File: config.mk
export PLATFORM = sky130hd
export DESIGN_NAME = instr_fetch_unit
export DESIGN_NICKNAME = d
export VERILOG_FILES = /design/src/rtl/rv_fetch_pkg.sv /design/src/rtl/fetch_fifo.sv /design/src/rtl/instr_fetch_unit.sv
export SDC_FILE = /design/constraint.sdc
export NUM_CORES = 1
export LEC_CHECK = 0
export BUFFER_PORTS_ARGS = -buffer_cell sky130_fd_sc_hd__buf_2
export CORE_MARGIN = 5
export CORE_UTILIZATION = 55
export CTS_BUF_LIST = sky130_fd_sc_hd__clkbuf_8
export CTS_CLUSTER_DIAMETER = 60
export DETAILED_ROUTE_END_ITERATION = 6
export PLACE_DENSITY = 0.84
export RECOVER_POWER = 50
export SLEW_MARGIN = 20
export SYNTH_ARGS = -nofsm -noshare
export SYNTH_HDL_FRONTEND = slang
export SYNTH_SLANG_ARGS = --single-unit
File: constraint.sdc
create_clock -name clk -period 4.61 [get_ports clk]
set_input_delay 0.922 -clock clk [delete_from_list [all_inputs] [get_ports clk]]
set_output_delay 0.922 -clock clk [all_outputs]
set_load 0.05 [all_outputs]
File: src/rtl/rv_fetch_pkg.sv
// Shared types and constants for the decoupled instruction fetch stage.
package rv_fetch_pkg;
    localparam int          XLEN      = 32;
    localparam logic [31:0] NOP_INSTR = 32'h00000013;

    typedef enum logic [1:0] {
        IDLE  = 2'd0,
        FETCH = 2'd1,
        HALT  = 2'd2
    } fetch_state_e;

    typedef struct packed {
        logic [XLEN-1:0] instr;
        logic [XLEN-1:0] pc;
    } fetch_entry_t;
endpackage

File: src/rtl/fetch_fifo.sv
// Non-bypassing DEPTH-entry FIFO of {instr, pc} with synchronous flush.
module fetch_fifo
    import rv_fetch_pkg::*;
#(
    parameter int DEPTH = 4,
    parameter int CW    = $clog2(DEPTH + 1)
) (
    input  logic            clk,
    input  logic            rst,
    input  logic            push,
    input  logic            pop,
    input  logic            clear,
    input  logic [XLEN-1:0] wr_instr,
    input  logic [XLEN-1:0] wr_pc,
    output logic [XLEN-1:0] rd_instr,
    output logic [XLEN-1:0] rd_pc,
    output logic [CW-1:0]   occupancy
);
    localparam int AW = $clog2(DEPTH);

    fetch_entry_t      mem_q [DEPTH];
    logic [AW-1:0]     wr_ptr_q, rd_ptr_q;
    logic [CW-1:0]     cnt_q;
    logic              do_push, do_pop;

    // A clear voids any push or pop issued in the same cycle.
    assign do_push = push && !clear;
    assign do_pop  = pop && (cnt_q != '0) && !clear;

    always_ff @(posedge clk) begin
        if (!rst || clear) begin
            wr_ptr_q <= '0;
            rd_ptr_q <= '0;
            cnt_q    <= '0;
        end else begin
            if (do_push) wr_ptr_q <= wr_ptr_q + AW'(1);
            if (do_pop)  rd_ptr_q <= rd_ptr_q + AW'(1);
            cnt_q <= cnt_q + CW'(do_push) - CW'(do_pop);
        end
    end

    always_ff @(posedge clk) begin
        if (do_push) mem_q[wr_ptr_q] <= '{instr: wr_instr, pc: wr_pc};
    end

    assign rd_instr  = mem_q[rd_ptr_q].instr;
    assign rd_pc     = mem_q[rd_ptr_q].pc;
    assign occupancy = cnt_q;
endmodule

File: src/rtl/instr_fetch_unit.sv
// Decoupled fetch stage: issues word requests, buffers in-order responses, flushes on redirect.
// Optional FETCH_MISALIGN_CHECK_EN adds a sticky fault/HALT on misaligned redirect targets.
module instr_fetch_unit
    import rv_fetch_pkg::*;
#(
    parameter int          DEPTH           = 4,
    parameter int          MAX_OUTSTANDING = 2,
    parameter logic [31:0] RESET_PC        = 32'h00000000
) (
    input  logic        clk,
    input  logic        rst,
    input  logic        enable,
    input  logic        redirect,
    input  logic [31:0] redirect_pc,
    output logic        mem_req_valid,
    input  logic        mem_req_ready,
    output logic [31:0] mem_req_addr,
    input  logic        mem_rsp_valid,
    input  logic [31:0] mem_rsp_data,
    output logic        instr_valid,
    input  logic        instr_ready,
    output logic [31:0] instr,
    output logic [31:0] instr_pc,
`ifdef FETCH_MISALIGN_CHECK_EN
    output logic        fault,
`endif
    output logic        busy
);
    localparam int CW = $clog2(DEPTH + 1);
    localparam int SW = CW + 1;

    fetch_state_e    state_q, state_d;
    logic [31:0]     fetch_pc_q, fetch_pc_d, rsp_pc_q, rsp_pc_d;
    logic [CW-1:0]   out_q, out_d, disc_q, disc_d, occ;
    logic [XLEN-1:0] head_instr, head_pc;
    logic            fire, rsp_ok, push, pop;

    assign fire   = mem_req_valid && mem_req_ready;
    assign rsp_ok = mem_rsp_valid && (out_q != '0);
    assign push   = rsp_ok && (disc_q == '0) && !redirect;
    assign pop    = instr_valid && instr_ready;

    always_ff @(posedge clk) begin
        if (!rst) state_q <= IDLE;
        else      state_q <= state_d;
    end

    always_comb begin
        state_d = state_q;
        case (state_q)
            IDLE:    if (enable) state_d = FETCH;
            // Leaving FETCH must not retract a request already on the bus.
            FETCH:   if (!enable && !(mem_req_valid && !mem_req_ready)) state_d = IDLE;
            default: state_d = state_q;
        endcase
        if (redirect && state_q != HALT) state_d = enable ? FETCH : IDLE;
`ifdef FETCH_MISALIGN_CHECK_EN
        if (redirect && redirect_pc[1:0] != 2'b00) state_d = HALT;
`endif
    end

    always_comb begin
        mem_req_valid = 1'b0;
        if (state_q == FETCH)
            mem_req_valid = ({1'b0, occ} + {1'b0, out_q} < SW'(DEPTH)) &&
                            (out_q < CW'(MAX_OUTSTANDING));
    end

    always_comb begin
        fetch_pc_d = fetch_pc_q;
        rsp_pc_d   = rsp_pc_q;
        disc_d     = disc_q;
        out_d      = out_q + CW'(fire) - CW'(rsp_ok);
        if (fire)                      fetch_pc_d = fetch_pc_q + 32'd4;
        if (push)                      rsp_pc_d   = rsp_pc_q + 32'd4;
        if (rsp_ok && disc_q != '0)    disc_d     = disc_q - CW'(1);
        // Everything still in flight after a redirect is stale.
        if (redirect) begin
            fetch_pc_d = redirect_pc;
            rsp_pc_d   = redirect_pc;
            disc_d     = out_d;
        end
    end

    always_ff @(posedge clk) begin
        if (!rst) begin
            fetch_pc_q <= RESET_PC;
            rsp_pc_q   <= RESET_PC;
            out_q      <= '0;
            disc_q     <= '0;
        end else begin
            fetch_pc_q <= fetch_pc_d;
            rsp_pc_q   <= rsp_pc_d;
            out_q      <= out_d;
            disc_q     <= disc_d;
        end
    end

`ifdef FETCH_MISALIGN_CHECK_EN
    logic fault_q;
    always_ff @(posedge clk) begin
        if (!rst)                                          fault_q <= 1'b0;
        else if (redirect && redirect_pc[1:0] != 2'b00)    fault_q <= 1'b1;
    end
    assign fault = fault_q;
`endif

    fetch_fifo #(.DEPTH(DEPTH), .CW(CW)) u_fifo (
        .clk      (clk),
        .rst      (rst),
        .push     (push),
        .pop      (pop),
        .clear    (redirect),
        .wr_instr (mem_rsp_data),
        .wr_pc    (rsp_pc_q),
        .rd_instr (head_instr),
        .rd_pc    (head_pc),
        .occupancy(occ)
    );

    assign mem_req_addr = fetch_pc_q;
    assign instr_valid  = (occ != '0);
    assign instr        = instr_valid ? head_instr : NOP_INSTR;
    assign instr_pc     = instr_valid ? head_pc : 32'h0;
    assign busy         = (out_q != '0) || (occ != '0);
endmodule

==> implementation parameters <==
Parameter                              Value

Timing
  Min cycle time layout ... ~3.5 ns
  Slew @ Worst Pin ... between 1.5 and 2 ns
  Hold violation total from the final report ... 0
  Number of pins exceeding their max-slew limit in the final report ... between 90 and 100
  Final hold slack ... roughly 0.47 ns
  # setup viols final ... 0
  Slew HR ... -16.3%
  Final Skew ... about 0.025 ns
  Peak Freq ... roughly 280 MHz
  RSZ-0062 raised after global routing ... no
  Fin Setup TNS ... 0 ns
  Post-layout worst setup margin ... between 1 and 1.5 ns
  Period utilisation layout ... around three quarters

Detailed routing
  Routed length per instance ... 19.5 um
  DRC marker count from the first detailed-route iteration ... between 700 and 800
  Pre-antenna DRT Iters ... 5
  Overall routed net length ... 28100 um
  Number of nets still failing antenna checks after routing ... 0
  Via count ... just over 8k
  Post-DR vias/cell ... roughly 5.7
  DRC errors left ... 0

Power
  Total chip power ... 6.59 mW
  Combinational share of power ... 11.9%
  Clk pwr share ... about a third
  Part of the total power dissipated in sequential elements ... 53.5%
  Share of total power consumed by net switching ... around a quarter
  Maximum vdd drop ... roughly 0.0003 V
  P_leak ... between 5 and 6 nW
  Cell-internal power ... 4.86 mW
  Sw Pwr ... ~1.7 mW
  Power Density ... ~420 nW/um2

Logic synthesis
  Combined area of all synthesized cells ... between 10000 and 15000 um2
  Synthesis-stage register bit count ... between 300 and 400
  Area contributors post-synth ... sky130_fd_sc_hd__edfxtp_1 (56%), sky130_fd_sc_hd__dfxtp_1 (12%), sky130_fd_sc_hd__mux4_2 (11%)
  Library cell occupying the most area in the post-synthesis netlist ... sky130_fd_sc_hd__edfxtp_1
  Warnings, synthesis ... 0
  Syn Area/Cell ... between 15 and 20 um2
  Syn_nets ... 977
  Sequential-to-total area share from yosys stat ... slightly below 70%
  Top cell type's share of synthesized area ... between 50 and 60%
  Number of unique standard cell types used by synthesis ... between 40 and 50
  Mapped Cells ... just under 900

Clock tree
  Cells resized by post-CTS repair ... 0
  Clk buf depth ... 3
  Hold Buf Count CTS ... 0
  Clock tree from TritonCTS ... done
  Inserted Clock Buffers ... 52
  Number of buffers inserted by post-CTS setup repair ... 0
  Clock latency of the later-clocked register in the worst-skew pair ... 0.56 ns
  Root Buffer ... sky130_fd_sc_hd__clkbuf_8
  CTS Sinks ... about 340
  Worst-path clk slew ... 0.06 ns
  CTS H-tree depth ... 2

Setup path
  Kind of capture point of the worst setup path ... output port
  Category of the critical setup timing path ... reg -> out
  CP max FO ... 28
  Startpoint type of the worst setup path ... flip-flop
  R2r worst-path depth ... 13
  Required time of the critical path ... 3.69 ns
  Data arrival, critical path ... roughly 2.6 ns

Place
  Hpwl dp ... ~18000 um
  Setup Slack @ Placement ... around 1.6 ns
  Number of port buffers ... approximately 170
  GPL Wtd Cong ... just under 0.9

GRT
  Overflow after GRT ... 0
  Pin count of the biggest net entering global routing ... 98
  Global-route total usage across every layer ... between 10% and 20%
  Via count of the first global-routing pass ... between 8k and 9k
  Initial antenna violation count ... 0
  Global-route wire length before repair ... 44800 um

Floorplan
  Die area ... around 28000 um2
  Number of top-level pins ... 170
  Effective utilization at floorplan ... a little under three fifths
  Floorplan core area ... around 24000 um2
  Floorplan die height ... roughly 170 um
  Row cnt ... 57
  Die Span X ... roughly 170 um

Hold path
  Cell count of the worst hold path ... 2
  Class of the tightest hold or removal check ... reg -> reg

Flow run
  Max-cap violation count ... 1

Run status
  Result of the run ... complete, but fails checks
  Violated checks ... capacitance limit, slew limit

Cells and area
  Layout cells sized above 1 ... approximately 23%
  Commonest cells after routing, fill and taps aside ... sky130_fd_sc_hd__edfxtp_1 (256), sky130_fd_sc_hd__buf_2 (104), sky130_fd_sc_hd__dfxtp_1 (78)
  Synthesis-to-finish area growth ... 14.8%
  Most common cell after layout, fill and taps aside ... sky130_fd_sc_hd__edfxtp_1
  Number of antenna cells inserted ... 0
  Final nets ... 1165
==> cell usage after synthesis (all sizes together) <==
master / n
edfxtp: 256
dfxtp: 80
and2: 68
mux4: 64
a21oi: 53
o21ai: 43
nand2: 35
xnor2: 28
xor2: 27
clkbuf: 26
nor2: 24
nand3: 23
nand4: 21
inv: 20
ha: 15
nor4: 15
nor3: 14
buf: 13
or3: 12
and3: 11
a31oi: 9
or2: 6
a21boi: 4
and4: 3
fa: 2
mux2i: 2
nand2b: 2
nand3b: 2
o21a: 2
or4: 2
and3b: 1
clkinv: 1
dlymetal6s2s: 1
nor2b: 1
o211a: 1
o311a: 1
o31ai: 1
==> routing by layer <==
layer  track usage, %  wire length [um]
met5                0                 0
met4             6.25               588
met2             31.9             13600
met1             27.8             11800
met3             4.08              2160
==> cells by family (layout without fill, tap and decap cells) <==
group | Yosys count | count (layout) | share of synthesized area (%)
multiplexers | 66 | 66 | 10.7
XOR/XNOR | 55 | 55 | 3.52
adder cells (fa/ha/maj) | 17 | 17 | 1.67
buffers and inverters | 61 | 290 | 1.89
AND/OR/NAND/NOR | 240 | 240 | 9.81
AO/OA/AOI/OAI | 114 | 114 | 4.46
flip-flops | 336 | 336 | 68.0
==> final timing paths <==
check	start	to	slack, ns
hold reg to reg	mem_req_addr[0]	mem_req_addr[0]	0.47
setup / recovery	flip-flop	instr[3]	1.07
setup reg to reg	out_q[1]	disc_q[2]	1.71
hold / removal	mem_req_addr[0]	mem_req_addr[0]	0.47
==> critical path, stage by stage, from the launching register on <==
cell	delay [ns]
sky130_fd_sc_hd__dfxtp_4	0.71
sky130_fd_sc_hd__buf_4	0.40
sky130_fd_sc_hd__mux4_2	0.54
sky130_fd_sc_hd__and2_1	0.18
sky130_fd_sc_hd__buf_2	0.21
==> power groups by stage <==
stage,Sequential (mW),Combinational (mW),Clock (mW)
6_report,3.53,0.783,2.28
5_1_grt,3.54,0.853,2.48
4_1_cts,3.52,0.800,2.34
3_5_place_dp,3.59,0.796,0
3_3_place_gp,3.58,0.781,0
2_1_floorplan,3.62,0.522,0
==> flip-flops by register name, summed over array words and instances, names as in the netlist, named ones only <==
signal,cells
disc_q,3
u_fifo.occupancy,3
u_fifo.mem_q,256
u_fifo.wr_ptr_q,2
mem_req_addr,32
out_q,3
state_q,1
u_fifo.rd_ptr_q,2
rsp_pc_q,32
==> through the flow <==
stage	instance area [um2]	std cells	utilization [%]
after floorplan	13700	889	-
after global placement	14800	1347	60.7
after detailed placement	14800	1347	60.7
after CTS	15800	1442	64.7
after global routing	15700	1442	64.3
final	15700	1442	64.3
==> layout make-up <==
type / count / area [um2]
multi-input combinational: 492 / 4130
timing repair buffer: 174 / 812
clock inverter: 41 / 220
fill: 1805 / 8700
inverter: 21 / 78.8
tap: 324 / 405
sequential: 336 / 9300
clock buffer: 54 / 743
No activity file was read; power rests on OpenSTA's default activity.
